[config.mk]
export PLATFORM = sky130hd
export DESIGN_NAME = nt_subcircuit_pipe
export DESIGN_NICKNAME = d
export VERILOG_FILES = /design/src/rtl/nt_subcircuit_pipe.sv
export SDC_FILE = /design/constraint.sdc
export NUM_CORES = 1
export LEC_CHECK = 0
export BUFFER_PORTS_ARGS = -buffer_cell sky130_fd_sc_hd__buf_4
export CORE_ASPECT_RATIO = 0.75
export CORE_MARGIN = 2
export CORE_UTILIZATION = 48
export DETAILED_ROUTE_END_ITERATION = 6
export PLACE_DENSITY = 0.77
export SETUP_SLACK_MARGIN = 0.3
export SLEW_MARGIN = 10
export SYNTH_ARGS = -nofsm -noshare
export SYNTH_HDL_FRONTEND = slang
export SYNTH_SLANG_ARGS = --single-unit
[constraint.sdc]
create_clock -name I1470_clk -period 1.4 [get_ports I1470_clk]
set_input_delay 0.28 -clock I1470_clk [delete_from_list [all_inputs] [get_ports I1470_clk]]
set_output_delay 0.28 -clock I1470_clk [all_outputs]
set_load 0.03 [all_outputs]
[src/rtl/nt_subcircuit_pipe.sv]
// nt_subcircuit_pipe
// WIDTH-lane, two-stage valid/ready pipeline of the NAND/NOT trigger
// subcircuit, with a rare-output monitor that raises a sticky alarm after
// THRESH consecutive all-zero output handshakes.
//
// Ports:
//   I1470_clk  - sole clock, all state on the rising edge
//   I1477_rst  - synchronous, active-high reset
//   in_valid   - a/b/c valid this cycle
//   in_ready   - block can accept this cycle (combinational)
//   a, b, c    - lane operands (WIDTH bits each)
//   out_valid  - out holds a result
//   out_ready  - downstream accepts out
//   out        - result lanes (combinational from stage 2)
//   trig_clr   - clears run counter and alarm
//   run_cnt    - current all-zero run length (saturating)
//   trig       - sticky alarm
module nt_subcircuit_pipe #(
    parameter int WIDTH  = 8,
    parameter int THRESH = 4,
    parameter int CNT_W  = 8
) (
    input  logic             I1470_clk,
    input  logic             I1477_rst,
    input  logic             in_valid,
    output logic             in_ready,
    input  logic [WIDTH-1:0] a,
    input  logic [WIDTH-1:0] b,
    input  logic [WIDTH-1:0] c,
    output logic             out_valid,
    input  logic             out_ready,
    output logic [WIDTH-1:0] out,
    input  logic             trig_clr,
    output logic [CNT_W-1:0] run_cnt,
    output logic             trig
);

    localparam logic [CNT_W-1:0] CNT_MAX  = {CNT_W{1'b1}};
    localparam logic [CNT_W-1:0] THRESH_C = CNT_W'(THRESH);

    logic             v1_r;
    logic             v2_r;
    logic [WIDTH-1:0] a1_r;
    logic [WIDTH-1:0] b1_r;
    logic [WIDTH-1:0] c1_r;
    logic [WIDTH-1:0] n2_r;
    logic [WIDTH-1:0] p2_r;
    logic [CNT_W-1:0] run_cnt_r;
    logic             trig_r;

    logic             adv_s;
    logic             out_hs_s;
    logic             out_zero_s;
    logic [WIDTH-1:0] out_s;
    logic [CNT_W-1:0] cnt_inc_s;

    // Pipeline advance, output decode and saturating increment.
    always_comb begin
        adv_s      = ~v2_r | out_ready;
        out_s      = ~(n2_r & p2_r);
        out_hs_s   = v2_r & out_ready;
        out_zero_s = (out_s == {WIDTH{1'b0}});
        if (run_cnt_r == CNT_MAX) begin
            cnt_inc_s = CNT_MAX;
        end else begin
            cnt_inc_s = run_cnt_r + CNT_W'(1);
        end
    end

    assign in_ready  = adv_s;
    assign out_valid = v2_r;
    assign out       = out_s;
    assign run_cnt   = run_cnt_r;
    assign trig      = trig_r;

    // Two pipeline stages; the whole pipe freezes when the output is stalled.
    // Data registers may capture junk alongside a cleared valid bit.
    always_ff @(posedge I1470_clk) begin
        if (I1477_rst) begin
            v1_r <= 1'b0;
            v2_r <= 1'b0;
            a1_r <= {WIDTH{1'b0}};
            b1_r <= {WIDTH{1'b0}};
            c1_r <= {WIDTH{1'b0}};
            n2_r <= {WIDTH{1'b0}};
            p2_r <= {WIDTH{1'b0}};
        end else if (adv_s) begin
            v1_r <= in_valid;
            a1_r <= a;
            b1_r <= b;
            c1_r <= c;
            v2_r <= v1_r;
            n2_r <= ~(b1_r & ~c1_r);
            p2_r <= ~(a1_r & ~b1_r);
        end else begin
            v1_r <= v1_r;
            v2_r <= v2_r;
            a1_r <= a1_r;
            b1_r <= b1_r;
            c1_r <= c1_r;
            n2_r <= n2_r;
            p2_r <= p2_r;
        end
    end

    // Rare-output monitor: only output handshakes move the run counter;
    // a clear wins over a simultaneous handshake, which is then not counted.
    always_ff @(posedge I1470_clk) begin
        if (I1477_rst) begin
            run_cnt_r <= {CNT_W{1'b0}};
            trig_r    <= 1'b0;
        end else if (trig_clr) begin
            run_cnt_r <= {CNT_W{1'b0}};
            trig_r    <= 1'b0;
        end else if (out_hs_s && out_zero_s) begin
            run_cnt_r <= cnt_inc_s;
            if (cnt_inc_s >= THRESH_C) begin
                trig_r <= 1'b1;
            end else begin
                trig_r <= trig_r;
            end
        end else if (out_hs_s) begin
            run_cnt_r <= {CNT_W{1'b0}};
            trig_r    <= trig_r;
        end else begin
            run_cnt_r <= run_cnt_r;
            trig_r    <= trig_r;
        end
    end

endmodule

==> results of run 1 <==
synthesized netlist by cell type (2+ instances only):
library cell and n:
dfxtp_1 51, buf_2 3, nor3_1 20, o21ai_1 2
clkbuf_1 16, nand2_1 64, nand4_1 4, and2_1 2
o21ai_0 4, nor2_1 21, nor3b_1 17, nand3_1 5
and4_1 2, a211oi_1 3, a21oi_1 34, a41oi_1 3
metrics by stage:
step	hold slack, ps	setup TNS, ps	instance area, um2	setup slack [ps]
CTS	218	0	3780	26.0
detailed placement	442	-20.7	2680	-15.9
global placement	438	0	2680	21.7
floorplan	418	-7.83	2290	-7.83
cell families after synthesis:
group                    share of synthesized area, %
AND/OR/NAND/NOR                                  32.5
AO/OA/AOI/OAI                                    15.0
flip-flops                                       48.0
buffers and inverters                            3.88
adder cells (fa/ha/maj)                         0.588
what timing repair did:
item                                    in CTS
buffers inserted                            32
pin swaps                                   48
endpoints found under the setup margin      70
resized for setup                          137
cloned                                       9
==> results.yml, run 1 <==
yosys:
  synth_flop_cell: "dfxtp_1"
  synth-edff-count: 0
  syn-instance-count: 268
  yosysTopAreaCellShare_pct: 48.0
  avgSynthCellArea_um2: 7.93
  synth_cell_type_count: 33
  yosysWarnings: 0
  synth_largest_area_cell: "dfxtp_1"
  seq_area_frac_synth_pct: 48.0
  synth_area_leaders: "dfxtp_1, nand2_1, a21oi_1"
  netlist_area_mm2: 0.00213
  ys_seq_elements: 51
  async_reset_ff_share_pct: 0
  synth_nets: 298
floorplan:
  die_w_um: 80.8
  die_h_um: 61.6
  initial_core_util_pct: 51.2
  ioPinCount: 48
  num_rows: 20
timing:
  endpoint_type: "sequential cell input"
  crit_endpoint: "run_cnt[3]$_SDFFE_PP0P_/D"
placed_design:
  gp_congestion: 0.968
  dp_hpwl_mm: 3.64
  portBuffers: 47
  placed_cells: 365
status:
  error: "[ERROR DPL-0038] Utilization greater than 100%, impossible to legalize"
  outcome: "did not finish"
  stop_stage: "5_1_grt"
clock_tree:
  h-tree-depth: 2
  root_buffer: "clkbuf_8"
  cts_max_path_buffers: 2
  clock_sinks: 51
  cts_buffers: 5
  cts_hold_buffers: 0
grt:
  grt_max_degree: 43
==> inputs of run 2 (changes only) <==
CORE_ASPECT_RATIO = unset   (was 0.75)
CORE_UTILIZATION = 35   (was 48)
PLACE_DENSITY = unset   (was 0.77)
PLACE_DENSITY_LB_ADDON = 0.15   (was unset)
SETUP_SLACK_MARGIN = unset   (was 0.3)
clock period = 1.8 ns   (was 1.4 ns; I/O delays follow)
==> run 2 against run 1 <==
Against the previous run:
- the flow now finishes without violations
- area after synthesis stayed put
- synthesized cell count stayed put
==> results.yml, run 2 <==
critical_path:
  critical_path_class: "reg -> out"
  worstPathRequired_ps: 1440
  r2r-end: "run_cnt[5]"
  r2r_slack_ps: 200
  worstPathArrival_ps: 1250
  crit-reg2reg-launch: "run_cnt[0]"
  reg2reg_depth: 5
  endpoint_kind: "output port"
  start_kind: "flip-flop"
  critPathMaxFanout: 15
cells_and_area:
  n_antenna_cell: 0
  fillCellCount: 646
  instances_no_fill: 384
  multi_input_area_mm2: 0.00103
  layout-drive-gt1-share_pct: 22.0
  area_growth_pct: 23.8
  seq_area_mm2: 0.00102
  most-common-layout-cells: "nand2_1, buf_4, dfxtp_1"
  layout_commonest_cell: "nand2_1"
  nNetsFinal: 338
yosys:
  netlist_area_mm2: 0.00213
  synth_flop_cell: "dfxtp_1"
  yosysTopAreaCellShare_pct: 48.0
  syn-instance-count: 268
  async_reset_ff_share_pct: 0
  synth-edff-count: 0
  yosysWarnings: 0
  synth_largest_area_cell: "dfxtp_1"
  synth_nets: 298
  avgSynthCellArea_um2: 7.93
  yosysMostFrequentCell: "nand2_1"
  synthTopCellsByCount: "nand2_1, dfxtp_1, a21oi_1"
  synth_cell_type_count: 33
  seq_area_frac_synth_pct: 48.0
  ys_seq_elements: 51
  synth_area_leaders: "dfxtp_1, nand2_1, a21oi_1"
detailed_routing:
  postRouteAntennaNets: 0
  first_pass_iters: 4
  drtIter0Drc: 77
  vias: 1879
  avgViaCountPerCell: 4.89
  drc: 0
  drt-wirelength-per-cell_um: 12.4
  wl_mm: 4.77
timing:
  setup_viol: 0
  period_minus_slack_ps: 1610
  rsz0062_at_grt: "no"
  hold_viol_final: 0
  tightest_slew_ps: 500
  drv_slew: 0
  relSlewSlack_pct: 66.4
  clock_skew_ps: 9.00
  finalCritPeriodShare_pct: 89.4
  tns_ps: 0
  clock.fmax_mhz: 621
worst_hold_path:
  min_from: "I1477_rst"
  min_to: "c1_r[3]"
  worstHoldPathType: "in -> reg"
  whs_path_depth: 2
grt:
  grt_pass1_wl_mm: 7.69
  grt_max_degree: 43
  track_usage_pct: 14.9
  grt_pass1_vias: 1685
  grt_overflow: 0
  antenna_found_initial: 0
pwr:
  max-vdd-ir-drop_v: 0.000379
  power.density_mw_per_mm2: 814
  power.static_leakage_nw: 1.07
clock_tree:
  cts_max_path_buffers: 2
  post-cts-setup-buffers: 0
  h-tree-depth: 2
  cts_tree: "done"
  clkLatencyLatePin_ps: 310
  cts_buffers: 5
  root_buffer: "clkbuf_8"
  cts.clk_slew.worst_paths_ps: 100
  clock_sinks: 51
floorplan:
  num_rows: 28
  core_area_mm2: 0.00589
  ioPinCount: 48
  die_h_um: 81.9
  die_w_um: 81.9
  initial_core_util_pct: 36.1
  dieArea_mm2: 0.00671
status:
  outcome: "finished clean"
placed_design:
  dp_hpwl_mm: 3.36
  gp_congestion: 0.837
  portBuffers: 47
  placed_cells: 376
flow_run:
  maxCapViolations: 0
-- run 2: cell counts after synthesis --
Identical to the previous run, type by type.
-- run 2: cell families after synthesis --
| family | Yosys count | synth area share [%] |
|---|---|---|
| buf+inv | 21 | 3.88 |
| fa+ha+maj | 1 | 0.588 |
| simple gates | 141 | 32.5 |
| flops | 51 | 48.0 |
| compound gates | 54 | 15.0 |
-- run 2: critical path: stages (launching register included) --
cell and delay (ps):
dfxtp_1 340, nor2b_2 160, inv_2 220, buf_4 220
-- run 2: repair_timing --
item	CTS	global route
hold buffers	0	0
resized for setup	0	1
endpoints found under the setup margin	0	1
-- run 2: final cells by class --
type	count	area share, %
multi-input combinational	196	39.0
sequential	51	38.8
timing repair buffer	53	15.1
tap	75	3.56
clock buffer	6	2.76
clock inverter	2	0.618
inverter	1	0.143
-- run 2: power breakdown --
part / internal, mW / switching (mW) / total [mW]
combinational: 0.109 / 0.123 / 0.231
clock: 0.280 / 0.394 / 0.674
sequential: 1.19 / 0.0427 / 1.24
-- run 2: metrics by stage --
stage          area [um2]  worst slack (ps)  total power, mW  util [%]  hold slack, ps
5_1_grt              2630              34.2             2.25      44.7             279
2_1_floorplan        2130              78.7             1.39         -             427
6_report             2630               190             2.14      44.7             287
3_3_place_gp         2540               295             1.50      43.2             436
3_5_place_dp         2540               246             1.50      43.2             441
4_1_cts              2630               171             2.16      44.7             277
-- run 2: how the worst max path moves through the flow --
stage               startpoint          to  slack, ps  cells after the start
finish               out_valid    in_ready        190                      3
global route        run_cnt[0]  run_cnt[5]         30                      5
CTS                  out_valid    in_ready        170                      3
detailed placement  run_cnt[0]  run_cnt[5]        250                      5
global placement    run_cnt[0]  run_cnt[5]        300                      5
floorplan           run_cnt[0]        trig         80                      6
-- run 2: routing by layer --
metal | track usage (%) | wire, um
met5 | 0 | 0
met2 | 22.1 | 2050
met1 | 20.4 | 2400
met4 | 6.50 | 72
met3 | 3.74 | 245
Note: power is estimated with default switching activity, not from simulation.
==> inputs of run 3 (changes only) <==
CORE_UTILIZATION = 53   (was 35)
CTS_CLUSTER_SIZE = 30   (was unset)
==> run 3 against run 2 <==
Against the previous run:
- routed wire length down 7.3%
- critical path depth unchanged
- clock-buffer cell count unchanged
- die area down 32%
- combinational power down 2%
- clock power up 10%
- sequential share of layout area up 0.68 points
- final area down 1.7%
- flip-flop and latch count unchanged
- largest cell class unchanged
- largest power group unchanged
==> results.yml, run 3 (synthesis results as in run 2) <==
detailed_routing:
  first_pass_iters: 4
  drt-wirelength-per-cell_um: 12.5
  vias: 1897
  drc: 0
  postRouteAntennaNets: 0
  avgViaCountPerCell: 5.36
  wl_mm: 4.43
  drtIter0Drc: 131
cells_and_area:
  most-common-layout-cells: "nand2_1, dfxtp_1, buf_4"
  fillCellCount: 382
  design_area_mm2: 0.00259
  layout-drive-gt1-share_pct: 21.1
  nNetsFinal: 334
  area_growth_pct: 21.7
  n_antenna_cell: 0
  layout_commonest_cell: "nand2_1"
clock_tree:
  clkLatencyLatePin_ps: 300
  clock_sinks: 51
  post_cts_resized: 0
  h-tree-depth: 2
  root_buffer: "clkbuf_8"
  cts_hold_buffers: 0
  cts_max_path_buffers: 2
  post-cts-setup-buffers: 0
  cts_tree: "done"
  cts.clk_slew.worst_paths_ps: 90
  cts_buffers: 5
critical_path:
  r2r-end: "trig"
  endpoint_kind: "output port"
  reg2reg_depth: 5
  crit_end: "in_ready"
  crit-reg2reg-launch: "run_cnt[0]"
  r2r_slack_ps: 150
  cp-startpoint: "out_valid"
  critPathMaxFanout: 23
  worstPathArrival_ps: 1330
  worstPathRequired_ps: 1440
  start_kind: "flip-flop"
  critical_path_class: "reg -> out"
status:
  outcome: "finished clean"
grt:
  antenna_found_initial: 0
  grt_overflow: 0
  grt_pass1_vias: 1702
  grt_pass1_wl_mm: 7.33
  grt_max_degree: 44
  track_usage_pct: 21.3
placed_design:
  gp_congestion: 0.815
  portBuffers: 47
  dp_worst_setup_slack_ps: 128
  dpl-instance-area_mm2: 0.00248
  dp_hpwl_mm: 3.05
pwr:
  clock_power_share_pct: 33.7
  power_frac_seq_pct: 56.0
  power.static_leakage_nw: 1.05
  swShare_pct: 22.7
  netSwitchingPower_mw: 0.501
  power.density_mw_per_mm2: 854
  power.internal_mw: 1.71
  combinationalPowerShare_pct: 10.3
  max-vdd-ir-drop_v: 0.000528
  total_power_mw: 2.21
floorplan:
  core_area_mm2: 0.00394
  initial_core_util_pct: 53.9
  ioPinCount: 48
  die_w_um: 67.3
  num_rows: 23
  die_h_um: 67.3
  dieArea_mm2: 0.00453
worst_hold_path:
  worstHoldPathType: "in -> reg"
timing:
  hold_viol_final: 0
  drv_slew: 0
  tns_ps: 0
  clock.fmax_mhz: 592
  clock_skew_ps: 5.88
  rsz0062_at_grt: "no"
  relSlewSlack_pct: 64.9
  finalCritPeriodShare_pct: 93.8
  fin_ws_ps: 112
  setup_viol: 0
  tightest_slew_ps: 523
  period_minus_slack_ps: 1690
flow_run:
  maxCapViolations: 0
run 3: cell type report:
cell class	count	area [um2]	area share (%)
clock buffers	6	72.6	2.80
repair buffers	49	368	14.2
flip-flops and latches	51	1020	39.5
multi-input cells	196	1030	39.8
clock inverters	1	30.0	1.16
well taps	50	62.6	2.42
inverters	1	3.75	0.145
run 3: worst min-delay path by stage:
stage / endpoint / start / slack [ps] / cells past startpoint
4_1_cts: b1_r[4] / b[4] / 300 / 3
5_1_grt: c1_r[6] / c[6] / 300 / 3
3_3_place_gp: a1_r[4] / a1_r[4] / 430 / 2
6_report: b1_r[4] / b[4] / 310 / 3
3_5_place_dp: a1_r[6] / a1_r[6] / 440 / 2
2_1_floorplan: a1_r[0] / a1_r[0] / 430 / 2
run 3: worst max-delay path: stages (launching register included):
cell and delay [ps]:
dfxtp_1 340, nor2b_2 170, inv_2 280, buf_4 230
run 3: metrics by stage:
| stage | instances | util (%) | hold WS, ps |
|---|---|---|---|
| 2_1_floorplan | 268 | - | 427 |
| 3_3_place_gp | 347 | 62.9 | 435 |
| 3_5_place_dp | 347 | 62.9 | 442 |
| 4_1_cts | 354 | 65.5 | 300 |
| 5_1_grt | 354 | 65.6 | 303 |
| 6_report | 354 | 65.6 | 312 |
run 3: per-layer routing:
layer	global-route usage [%]	part of all wire (%)
met1	28.0	48
met2	34.3	46
met3	5.33	4.7
met4	6.89	1.1
met5	0	0
run 3: power by group through the flow:
stage          clock, mW  sequential [mW]  combinational, mW
4_1_cts            0.773             1.24              0.230
6_report           0.744             1.24              0.227
5_1_grt            0.816             1.25              0.254
3_3_place_gp           0             1.26              0.226
2_1_floorplan          0             1.26              0.139
3_5_place_dp           0             1.26              0.229
==> inputs of run 4 (changes only) <==
SETUP_SLACK_MARGIN = 0.3   (was unset)
==> run 4 against run 3 <==
Against the previous run:
- final cell count up 2.8%
- clock power is 25% higher
- non-clock buffer count rose by 9
- via count grew 4.3%
- critical path type unchanged
- critical endpoint unchanged
==> results.yml, run 4 (synthesis results as in run 2) <==
floorplan:
  dieArea_mm2: 0.00453
  ioPinCount: 48
  initial_core_util_pct: 53.9
  die_h_um: 67.3
  core_area_mm2: 0.00394
  die_w_um: 67.3
  num_rows: 23
pwr:
  combinationalPowerShare_pct: 9.7
  power.density_mw_per_mm2: 878
  clock_power_share_pct: 38.7
  netSwitchingPower_mw: 0.542
  power.internal_mw: 1.86
  max-vdd-ir-drop_v: 0.000604
  power.static_leakage_nw: 1.12
  swShare_pct: 22.6
  total_power_mw: 2.40
  power_frac_seq_pct: 51.6
timing:
  drv_slew: 0
  fin_ws_ps: 353
  clock.fmax_mhz: 691
  setup_viol: 0
  hold_viol_final: 0
  relSlewSlack_pct: 70.6
  tightest_slew_ps: 441
  finalCritPeriodShare_pct: 80.4
  clock_skew_ps: 8.06
  tns_ps: 0
  rsz0062_at_grt: "yes"
  period_minus_slack_ps: 1450
critical_path:
  start_kind: "flip-flop"
  critical_path_class: "reg -> out"
  crit_end: "in_ready"
  worstPathArrival_ps: 1090
  r2r_slack_ps: 360
  cp-startpoint: "out_valid"
  r2r-end: "run_cnt[6]"
  endpoint_kind: "output port"
  reg2reg_depth: 5
  worstPathRequired_ps: 1440
  crit-reg2reg-launch: "n2_r[0]"
  critPathMaxFanout: 4
flow_run:
  maxCapViolations: 0
status:
  outcome: "finished clean"
detailed_routing:
  drtIter0Drc: 105
  drc: 0
  first_pass_iters: 4
  vias: 1979
  postRouteAntennaNets: 0
  wl_mm: 4.89
  drt-wirelength-per-cell_um: 13.4
  avgViaCountPerCell: 5.44
placed_design:
  portBuffers: 47
  gp_congestion: 0.827
  dp_hpwl_mm: 3.24
  dp_worst_setup_slack_ps: 202
clock_tree:
  cts_buffers: 5
  clkLatencyLatePin_ps: 300
  clock_sinks: 51
  cts_tree: "done"
  cts.clk_slew.worst_paths_ps: 90
  root_buffer: "clkbuf_8"
  h-tree-depth: 2
  cts_hold_buffers: 0
  cts_max_path_buffers: 2
grt:
  grt_overflow: 0
  track_usage_pct: 23.2
  grt_pass1_wl_mm: 8.02
  antenna_found_initial: 0
  grt_pass1_vias: 1796
  grt_max_degree: 44
cells_and_area:
  area_growth_pct: 28.6
  layout-drive-gt1-share_pct: 28.7
  layout_commonest_cell: "nand2_1"
  most-common-layout-cells: "nand2_1, buf_4, dfxtp_1"
  n_antenna_cell: 0
  nNetsFinal: 343
worst_hold_path:
  worstHoldPathType: "in -> reg"
-- run 4: cell count changes in the layout (fill, tap and decap cells not counted), sizes merged --
cell,delta
bufinv,+1
buf,+9
clkbuf,-1
inv,+1
-- run 4: worst min path at each step --
stage                 start       to  cells past startpoint
finish                 b[4]  b1_r[4]                      3
global route           b[4]  b1_r[4]                      3
CTS                    c[1]  c1_r[1]                      3
detailed placement  a1_r[2]  a1_r[2]                      2
global placement    a1_r[0]  a1_r[0]                      2
floorplan           a1_r[0]  a1_r[0]                      2
-- run 4: power groups by stage --
stage / logic, mW / registers, mW / clock network [mW]
floorplan: 0.139 / 1.25 / 0
global placement: 0.226 / 1.26 / 0
detailed placement: 0.230 / 1.26 / 0
CTS: 0.233 / 1.24 / 0.945
global route: 0.260 / 1.25 / 0.996
finish: 0.232 / 1.24 / 0.928
-- run 4: layout make-up --
cell class / instances / area [um2]
Inverter: 1 / 6.26
Timing Repair Buffer: 58 / 435
Fill cell: 333 / 1210
Sequential cell: 51 / 1040
Clock inverter: 3 / 66.3
Tap cell: 50 / 62.6
Multi-Input combinational cell: 196 / 1050
Clock buffer: 5 / 68.8
-- run 4: critical path: stages, from the launching register on --
cell     delay [ps]
dfxtp_2         360
nor2b_2         210
inv_4            50
buf_4           160
-- run 4: what timing repair did --
item | 4_1_cts | 5_1_grt
resized for setup | 5 | 12
endpoints found under the setup margin | 6 | 6
pin swaps | 2 | 4
buffers inserted | 3 | 5
-- run 4: layer usage --
metal  share of wire (%)  vias up  GRT usage, %
met2                  49       45          39.1
li1                    -     1014             -
met3                 4.0        4          5.17
met4                0.55        0          4.59
met5                   0        -             0
met1                  47      916          30.7
-- run 4: per-stage QoR --
step	hold slack, ps	instances	instance area [um2]	util [%]
6_report	302	364	2730	69.3
5_1_grt	288	364	2730	69.3
4_1_cts	294	359	2670	67.8
3_5_place_dp	446	348	2500	63.3
3_3_place_gp	435	348	2500	63.3
2_1_floorplan	427	268	2140	-
